<file path="config.mk">
export PLATFORM = sky130hd
export DESIGN_NAME = password_controller
export DESIGN_NICKNAME = d
export VERILOG_FILES = /design/src/rtl/password_controller.sv
export SDC_FILE = /design/constraint.sdc
export NUM_CORES = 1
export LEC_CHECK = 0
export ABC_AREA = 0
export CAP_MARGIN = 10
export CORE_MARGIN = 4
export CORE_UTILIZATION = 45
export CTS_CLUSTER_SIZE = 30
export DETAILED_ROUTE_END_ITERATION = 7
export GPL_ROUTABILITY_DRIVEN = 0
export PLACE_DENSITY_LB_ADDON = 0.3
export SLEW_MARGIN = 20
export SYNTH_ARGS = -nofsm -noshare
export SYNTH_HDL_FRONTEND = slang
export SYNTH_SLANG_ARGS = --single-unit
</file>
<file path="constraint.sdc">
create_clock -name clk -period 2.6 [get_ports clk]
set_clock_uncertainty 0.2 [all_clocks]
set_input_delay 0.26 -clock clk [delete_from_list [all_inputs] [get_ports clk]]
set_output_delay 0.26 -clock clk [all_outputs]
set_load 0.01 [all_outputs]
</file>
<file path="src/rtl/password_controller.sv">
// Password stage of the login flow: collects four keypad digits, reads the
// stored password for the matched user from a latency-pipelined ROM and
// grants access on a match. Repeated failures force a logout back to the
// user-ID controller.
module password_controller #(
  parameter int ROM_LATENCY  = 2,
  parameter int MAX_ATTEMPTS = 3
) (
  input  logic       clk,
  input  logic       rst,
  input  logic       Game_Enter,
  input  logic [3:0] User_digit,
  input  logic       MatchedID,
  input  logic [4:0] InternalID,
  input  logic       Guest,
  input  logic       UserLogOut,
  input  logic [3:0] rom_q,
  output logic [4:0] rom_addr,
  output logic       Authorized,
  output logic       LogOut,
  output logic [1:0] AttemptsLeft
);

  localparam int              WCW   = (ROM_LATENCY > 1) ? $clog2(ROM_LATENCY) : 1;
  localparam logic [WCW-1:0]  WLAST = WCW'(ROM_LATENCY - 1);
  localparam logic [1:0]      MAX_A = 2'(MAX_ATTEMPTS);

  typedef enum logic [2:0] {
    S_IDLE, S_ENTRY, S_FETCH, S_WAIT, S_CATCH, S_COMPARE, S_GRANTED, S_CLEAR
  } state_e;

  state_e         state_q, state_d;
  logic [1:0]     cnt_q, cnt_d;        // digits collected so far
  logic [1:0]     idx_q, idx_d;        // ROM nibble being fetched
  logic [WCW-1:0] wcnt_q, wcnt_d;      // ROM latency countdown
  logic [15:0]    entered_q, entered_d;
  logic [15:0]    rompw_q, rompw_d;
  logic [4:0]     addr_q, addr_d;
  logic           auth_q, auth_d;
  logic           logout_q, logout_d;
  logic [1:0]     att_q, att_d;

  assign rom_addr     = addr_q;
  assign Authorized   = auth_q;
  assign LogOut       = logout_q;
  assign AttemptsLeft = att_q;

  // State and datapath registers; reset lands every output at its idle value.
  always_ff @(posedge clk or negedge rst) begin
    if (!rst) begin
      state_q   <= S_IDLE;
      cnt_q     <= '0;
      idx_q     <= '0;
      wcnt_q    <= '0;
      entered_q <= '0;
      rompw_q   <= '0;
      addr_q    <= '0;
      auth_q    <= 1'b0;
      logout_q  <= 1'b0;
      att_q     <= MAX_A;
    end else begin
      state_q   <= state_d;
      cnt_q     <= cnt_d;
      idx_q     <= idx_d;
      wcnt_q    <= wcnt_d;
      entered_q <= entered_d;
      rompw_q   <= rompw_d;
      addr_q    <= addr_d;
      auth_q    <= auth_d;
      logout_q  <= logout_d;
      att_q     <= att_d;
    end
  end

  // Next-state logic: normal flow first, then user logout, then the
  // MatchedID-drop abort which outranks everything (and never pulses LogOut).
  always_comb begin
    state_d   = state_q;
    cnt_d     = cnt_q;
    idx_d     = idx_q;
    wcnt_d    = wcnt_q;
    entered_d = entered_q;
    rompw_d   = rompw_q;
    addr_d    = addr_q;
    auth_d    = auth_q;
    logout_d  = 1'b0;
    att_d     = att_q;

    case (state_q)
      S_IDLE: begin
        if (MatchedID) begin
          if (Guest) begin
            state_d = S_GRANTED;
            auth_d  = 1'b1;
          end else begin
            state_d = S_ENTRY;
          end
        end
      end
      S_ENTRY: begin
        if (Game_Enter) begin
          entered_d = {entered_q[11:0], User_digit};
          if (cnt_q == 2'd3) begin
            cnt_d   = '0;
            idx_d   = '0;
            state_d = S_FETCH;
          end else begin
            cnt_d = cnt_q + 2'd1;
          end
        end
      end
      S_FETCH: begin
        addr_d  = InternalID + {3'b000, idx_q};
        wcnt_d  = '0;
        state_d = S_WAIT;
      end
      S_WAIT: begin
        if (wcnt_q == WLAST) state_d = S_CATCH;
        else                 wcnt_d  = wcnt_q + 1'b1;
      end
      S_CATCH: begin
        rompw_d = {rompw_q[11:0], rom_q};
        if (idx_q != 2'd3) begin
          idx_d   = idx_q + 2'd1;
          state_d = S_FETCH;
        end else begin
          state_d = S_COMPARE;
        end
      end
      S_COMPARE: begin
        if (entered_q == rompw_q) begin
          state_d = S_GRANTED;
          auth_d  = 1'b1;
        end else if (att_q > 2'd1) begin
          att_d     = att_q - 2'd1;
          entered_d = '0;
          rompw_d   = '0;
          state_d   = S_ENTRY;
        end else begin
          att_d    = '0;
          logout_d = 1'b1;
          state_d  = S_CLEAR;
        end
      end
      S_GRANTED: begin
        if (UserLogOut) begin
          logout_d = 1'b1;
          auth_d   = 1'b0;
          state_d  = S_CLEAR;
        end
      end
      S_CLEAR: begin
        // Hold until the ID controller drops MatchedID so a stale match
        // cannot immediately re-arm the password stage.
        if (!MatchedID) begin
          att_d     = MAX_A;
          cnt_d     = '0;
          idx_d     = '0;
          entered_d = '0;
          rompw_d   = '0;
          state_d   = S_IDLE;
        end
      end
      default: state_d = S_IDLE;
    endcase

    // User logout while the password is still being entered or checked.
    if (UserLogOut && (state_q inside {S_ENTRY, S_FETCH, S_WAIT, S_CATCH, S_COMPARE})) begin
      logout_d  = 1'b1;
      auth_d    = 1'b0;
      att_d     = att_q;
      cnt_d     = '0;
      idx_d     = '0;
      entered_d = '0;
      rompw_d   = '0;
      state_d   = S_CLEAR;
    end

    // Losing the user ID aborts silently back to IDLE.
    if (!MatchedID && !(state_q inside {S_IDLE, S_CLEAR})) begin
      logout_d  = 1'b0;
      auth_d    = 1'b0;
      att_d     = MAX_A;
      cnt_d     = '0;
      idx_d     = '0;
      wcnt_d    = '0;
      entered_d = '0;
      rompw_d   = '0;
      state_d   = S_IDLE;
    end
  end

endmodule
</file>
# Word level (Yosys, flattened, before mapping)
# Index checks and enable logic that the tools add are counted.
# word_totals
reg_bits,49
out_inout_bits,9
word_cells,118
# op_classes
n_reduce_logical,21
eq_ne,24
mux,57
add_sub_neg,5
order_cmp,1
# ops
op,count
$mux 16,8
$pmux 16 s3,2
$mux 3,12
$mux 2,15
$ne 4x2->1 const B,7
$reduce_bool 5->1,5
$pmux 3 s8,1
$eq 16x16->1,1
$reduce_and 5->1,3
$mux 1,13
$eq 3x3->1 const B,4
$ne 4x3->1 const B,3
$pmux 2 s2,2
$reduce_and 4->1,2
$eq 3x2->1 const B,2
$ne 3x2->1 const B,2
$pmux 2 s3,1
$reduce_and 6->1,1
$reduce_bool 3->1,2
$add 5x2->5,1
$add 2x1->2 const B,2
$ne 4x4->1 const B,1
$pmux 1 s2,2
$reduce_bool 4->1,1
13 further kinds,15

# Longest topological paths before layout
# depth
word_depth,6
mapped_depth,8

# Least setup slack after synthesis
# OpenSTA, ideal clock, no wires.
# synth_path
kind,reg2reg
start,register rompw_q[9]
end,register entered_q[0]
stages_incl_launch_ff,7
setup_ns,0.074
t_arrival_ns,1.716
t_required_ns,2.326
slack_ns,0.610
path_cell_list,dfrtp_1 -> xor2_1 -> nor4_4 -> nand4_4 -> o31a_4 -> buf_6 -> o21ai_2
# synth_via
elab_chain_cells,3
# synth_lines
item,line,source
start: declaration,37,"logic [15:0] rompw_q, rompw_d;"
start signal: assignment,67,rompw_q <= rompw_d;
$eq 16x16->1,131,if (entered_q == rompw_q) begin
$ne 4x2->1 (no source line),-,
$reduce_and 5->1 (no source line),-,
end signal: assignment,66,entered_q <= entered_d;
end: declaration,36,"logic [15:0] entered_q, entered_d;"
# No other way between the ends.
# A chain may end at the register's enable or synchronous reset.

# Worst setup path after layout
# layout_path
start,register rompw_q[9]
end,register entered_q[12]
# The elaborated chain is that of the path after synthesis.

==> results_dict.tcl <==
set metrics [dict create \
    final_max_slew_viol_count 0 \
    drc 0 \
    crit_chain "xor2_1 > nor4_4 > nand4_4 > o31a_4 > o21ai_1" \
    num-fill-cells 592 \
    synth.lib_cells_used.distinct 44 \
    layout-drive-gt1-share_pct 12.4 \
    global_route.overflow_total 0 \
    min_path_type "input pin to async pin" \
    grt_pass1_vias 2363 \
    cts_htree_levels 2 \
    vias 2466 \
    area.growth.synth_to_final_pct 16.6 \
    grt_setup_unrepaired "no" \
    status "finished, final reports clean" \
    ctsLongestPathBuffers 2 \
    pwr_density_cell_nw_per_um2 845 \
    finalCriticalPeriod_ns 2.13 \
    cts_num_sinks 49 \
    finalSetupTns_ns 0 \
    hold_violations 0 \
    die_x_um 88.5 \
    place_worst_setup_slack_ns 0.238 \
    yosysSeqAreaShare_pct 42.1 \
    max-vdd-ir-drop_mv 0.528 \
    globalRouteTotalUtil_pct 18.3 \
    clock_insertion_delay_worst_skew_ns 0.30 \
    antenna_violations_before_repair 0 \
    max_frequency_mhz 470 \
    io_pins 28 \
    worst_path_max_delay_cell "o31a_4" \
    worstPathRequired_ns 2.62 \
    worst_r2r_path_depth 5 \
    timing_worst_slew_pin_value_ns 0.458 \
    drtPass1Iterations 4 \
    fin_ws_ns 0.470 \
    fp-row-count 29 \
    total_leakage_power_nw 1.51 \
    buffers_and_inverters_on_the_worst_path 0 \
    cp_slowest_stage_delay_ns 0.48 \
    number_of_enable_flip_flop_cells_after_synthesis 0 \
    detailedPlacementHpwl_mm 4.74 \
    drt_iter0_drc 151 \
    drtAntennaViolNets 0 \
    cts.hold.buffers_added 1 \
    post_cts_setup_repair_buffer_count 0 \
    synth_top_flop_cell "dfrtp_1" \
    asr_flop_ratio_synth_pct 100 \
    wire_length_of_the_first_global_routing_pass_mm 11.3 \
    nets 378 \
    timing_worst_setup_path_type "flip-flop to flip-flop" \
    max_cap_viol_count 0 \
    worst_r2r_endpoint "entered_q[12]$_DFFE_PN0P_" \
    buffers_on_ports 27 \
    cts_tree "built" \
    min_period_over_period_pct 81.9 \
    timing.final.setup_violations 0 \
    critical_path.endpoint_type "flip-flop" \
    r2r_start "rompw_q[9]$_DFFE_PN0P_" \
    worst_r2r_setup_slack_ns 0.47 \
    via_density 5.71 \
    initial_core_util_pct 46.2 \
    drt-wirelength-per-cell_um 15.3 \
    synth_nets 351 \
    path_max_fanout 16 \
    fp.dieArea_um2 7830 \
    worst_slew_margin_rel_pct 69.4 \
    die_outline_height_um 88.5 \
    synthesis.area_um2 2920 \
    cpLargestDelayFamily "compound AO/OA/AOI/OAI gates" \
    core_um2 6310 \
    cts.clk_slew.worst_paths_ns 0.10 \
    cts-buffers-inserted 5 \
    post_cts.resized_instances 0 \
    worstPathArrival_ns 2.15 \
    yosys_register_bits 49 \
    cts-root-buf "clkbuf_8" \
    maximum_number_of_pins_on_one_net_before_global_route_repair 33 \
    detail_route.wirelength_mm 6.63 \
    syn_area_per_cell_um2 8.92 \
    synthCells 327 \
    synthesis.yosys.warnings 0 \
    cp-start-kind "flip-flop" \
    n_antenna_cell 0 \
]
==> kinds of logic after synthesis <==
| family | count (synthesis) | share of synthesized area [%] |
|---|---|---|
| DFF | 49 | 42.1 |
| AOI/OAI and AO/OA | 104 | 23.5 |
| adders and majority gates | 5 | 2.40 |
| and+or+nand+nor | 116 | 20.1 |
| buffers and inverters | 30 | 4.72 |
| muxes | 4 | 1.46 |
| xor gates and xnor gates | 19 | 5.71 |
==> where the power goes <==
| part | internal, mW | switching, mW | leakage, nW |
|---|---|---|---|
| logic | 0.538 | 0.777 | 0.795 |
| registers | 0.864 | 0.142 | 0.661 |
| clock network | 0.288 | 0.266 | 0.0543 |
| total | 1.69 | 1.18 | 1.51 |
==> registers in the layout, summed over array words and instances, names as in the netlist <==
signal	cells
entered_q	16
rompw_q	16
rom_addr	5
state_q	3
AttemptsLeft	2
cnt_q	2
idx_q	2
Authorized	1
LogOut	1
wcnt_q	1
==> how the worst max path moves through the flow <==
stage                     slack, ns              startpoint  cells past startpoint                   endpoint
after floorplan                0.61  rompw_q[9]$_DFFE_PN0P_                      6   entered_q[0]$_DFFE_PN0P_
after CTS                      0.47  rompw_q[9]$_DFFE_PN0P_                      5  entered_q[12]$_DFFE_PN0P_
after global placement         0.25              UserLogOut                      6     state_q[2]$_DFFE_PN0P_
final                          0.47  rompw_q[9]$_DFFE_PN0P_                      5  entered_q[12]$_DFFE_PN0P_
after global routing           0.33  state_q[0]$_DFFE_PN0P_                      5       idx_q[0]$_DFFE_PN0P_
after detailed placement       0.24              UserLogOut                      6     state_q[2]$_DFFE_PN0P_
==> cells in the mapped netlist (3+ instances only) <==
cell type / n / area (um2)
a211oi_1: 4 / 30.0
a21oi_1: 9 / 45.0
a22oi_1: 17 / 128
a31oi_1: 4 / 25.0
and2_1: 3 / 18.8
buf_2: 8 / 40.0
clkbuf_1: 11 / 41.3
dfrtp_1: 47 / 1180
ha_1: 4 / 50.1
inv_1: 8 / 30.0
nand2_1: 68 / 255
nand2b_1: 6 / 37.5
nand3_1: 3 / 15.0
nor2_1: 17 / 63.8
nor2b_1: 6 / 37.5
nor3_1: 3 / 15.0
nor4_4: 4 / 85.1
o21ai_0: 18 / 90.1
o21ai_1: 26 / 130
o21ai_2: 10 / 87.6
xor2_1: 17 / 149
==> stage by stage <==
stage / instance area, um2 / total power, mW / hold WS, ns / util, % / cells
6_report: 3400 / 2.87 / 0.222 / 53.9 / 432
5_1_grt: 3400 / 3.08 / 0.253 / 53.9 / 432
4_1_cts: 3400 / 2.89 / 0.234 / 53.9 / 432
3_5_place_dp: 3280 / 2.33 / 0.00919 / 51.9 / 423
3_3_place_gp: 3280 / 2.32 / 0.0131 / 51.9 / 423
2_1_floorplan: 2920 / 1.92 / -0.236 / - / 327
==> layout make-up <==
type / instances / area, um2 / area share (%)
Tap cell: 77 / 96.3 / 2.83
Sequential cell: 49 / 1230 / 36.1
Multi-Input combinational cell: 248 / 1550 / 45.6
Clock buffer: 5 / 68.8 / 2.02
Clock inverter: 3 / 46.3 / 1.36
Inverter: 8 / 30.0 / 0.883
Timing Repair Buffer: 42 / 380 / 11.2
==> routing by layer <==
| metal | vias up | track usage [%] | routed length (um) |
|---|---|---|---|
| li1 | 1195 | - | - |
| met3 | 12 | 2.23 | 337 |
| met1 | 1193 | 24.4 | 2930 |
| met2 | 66 | 30.3 | 3230 |
| met4 | 0 | 7.14 | 133 |
| met5 | - | 0 | 0 |
==> cell usage in the layout, fill, tap and decap left out, drive strengths merged, types with 3 or more instances in the layout <==
cell / instances
a21oi: 9
nand2b: 6
nor3: 4
nor2: 17
inv: 8
a31oi: 4
xor2: 17
nor4: 5
ha: 4
o21ai: 54
a211oi: 4
clkbuf: 5
nand2: 68
buf: 15
and2: 3
dfrtp: 47
clkdlybuf4s50: 26
nor2b: 6
nand3: 3
a22oi: 17
No activity file was read; power rests on OpenSTA's default activity.
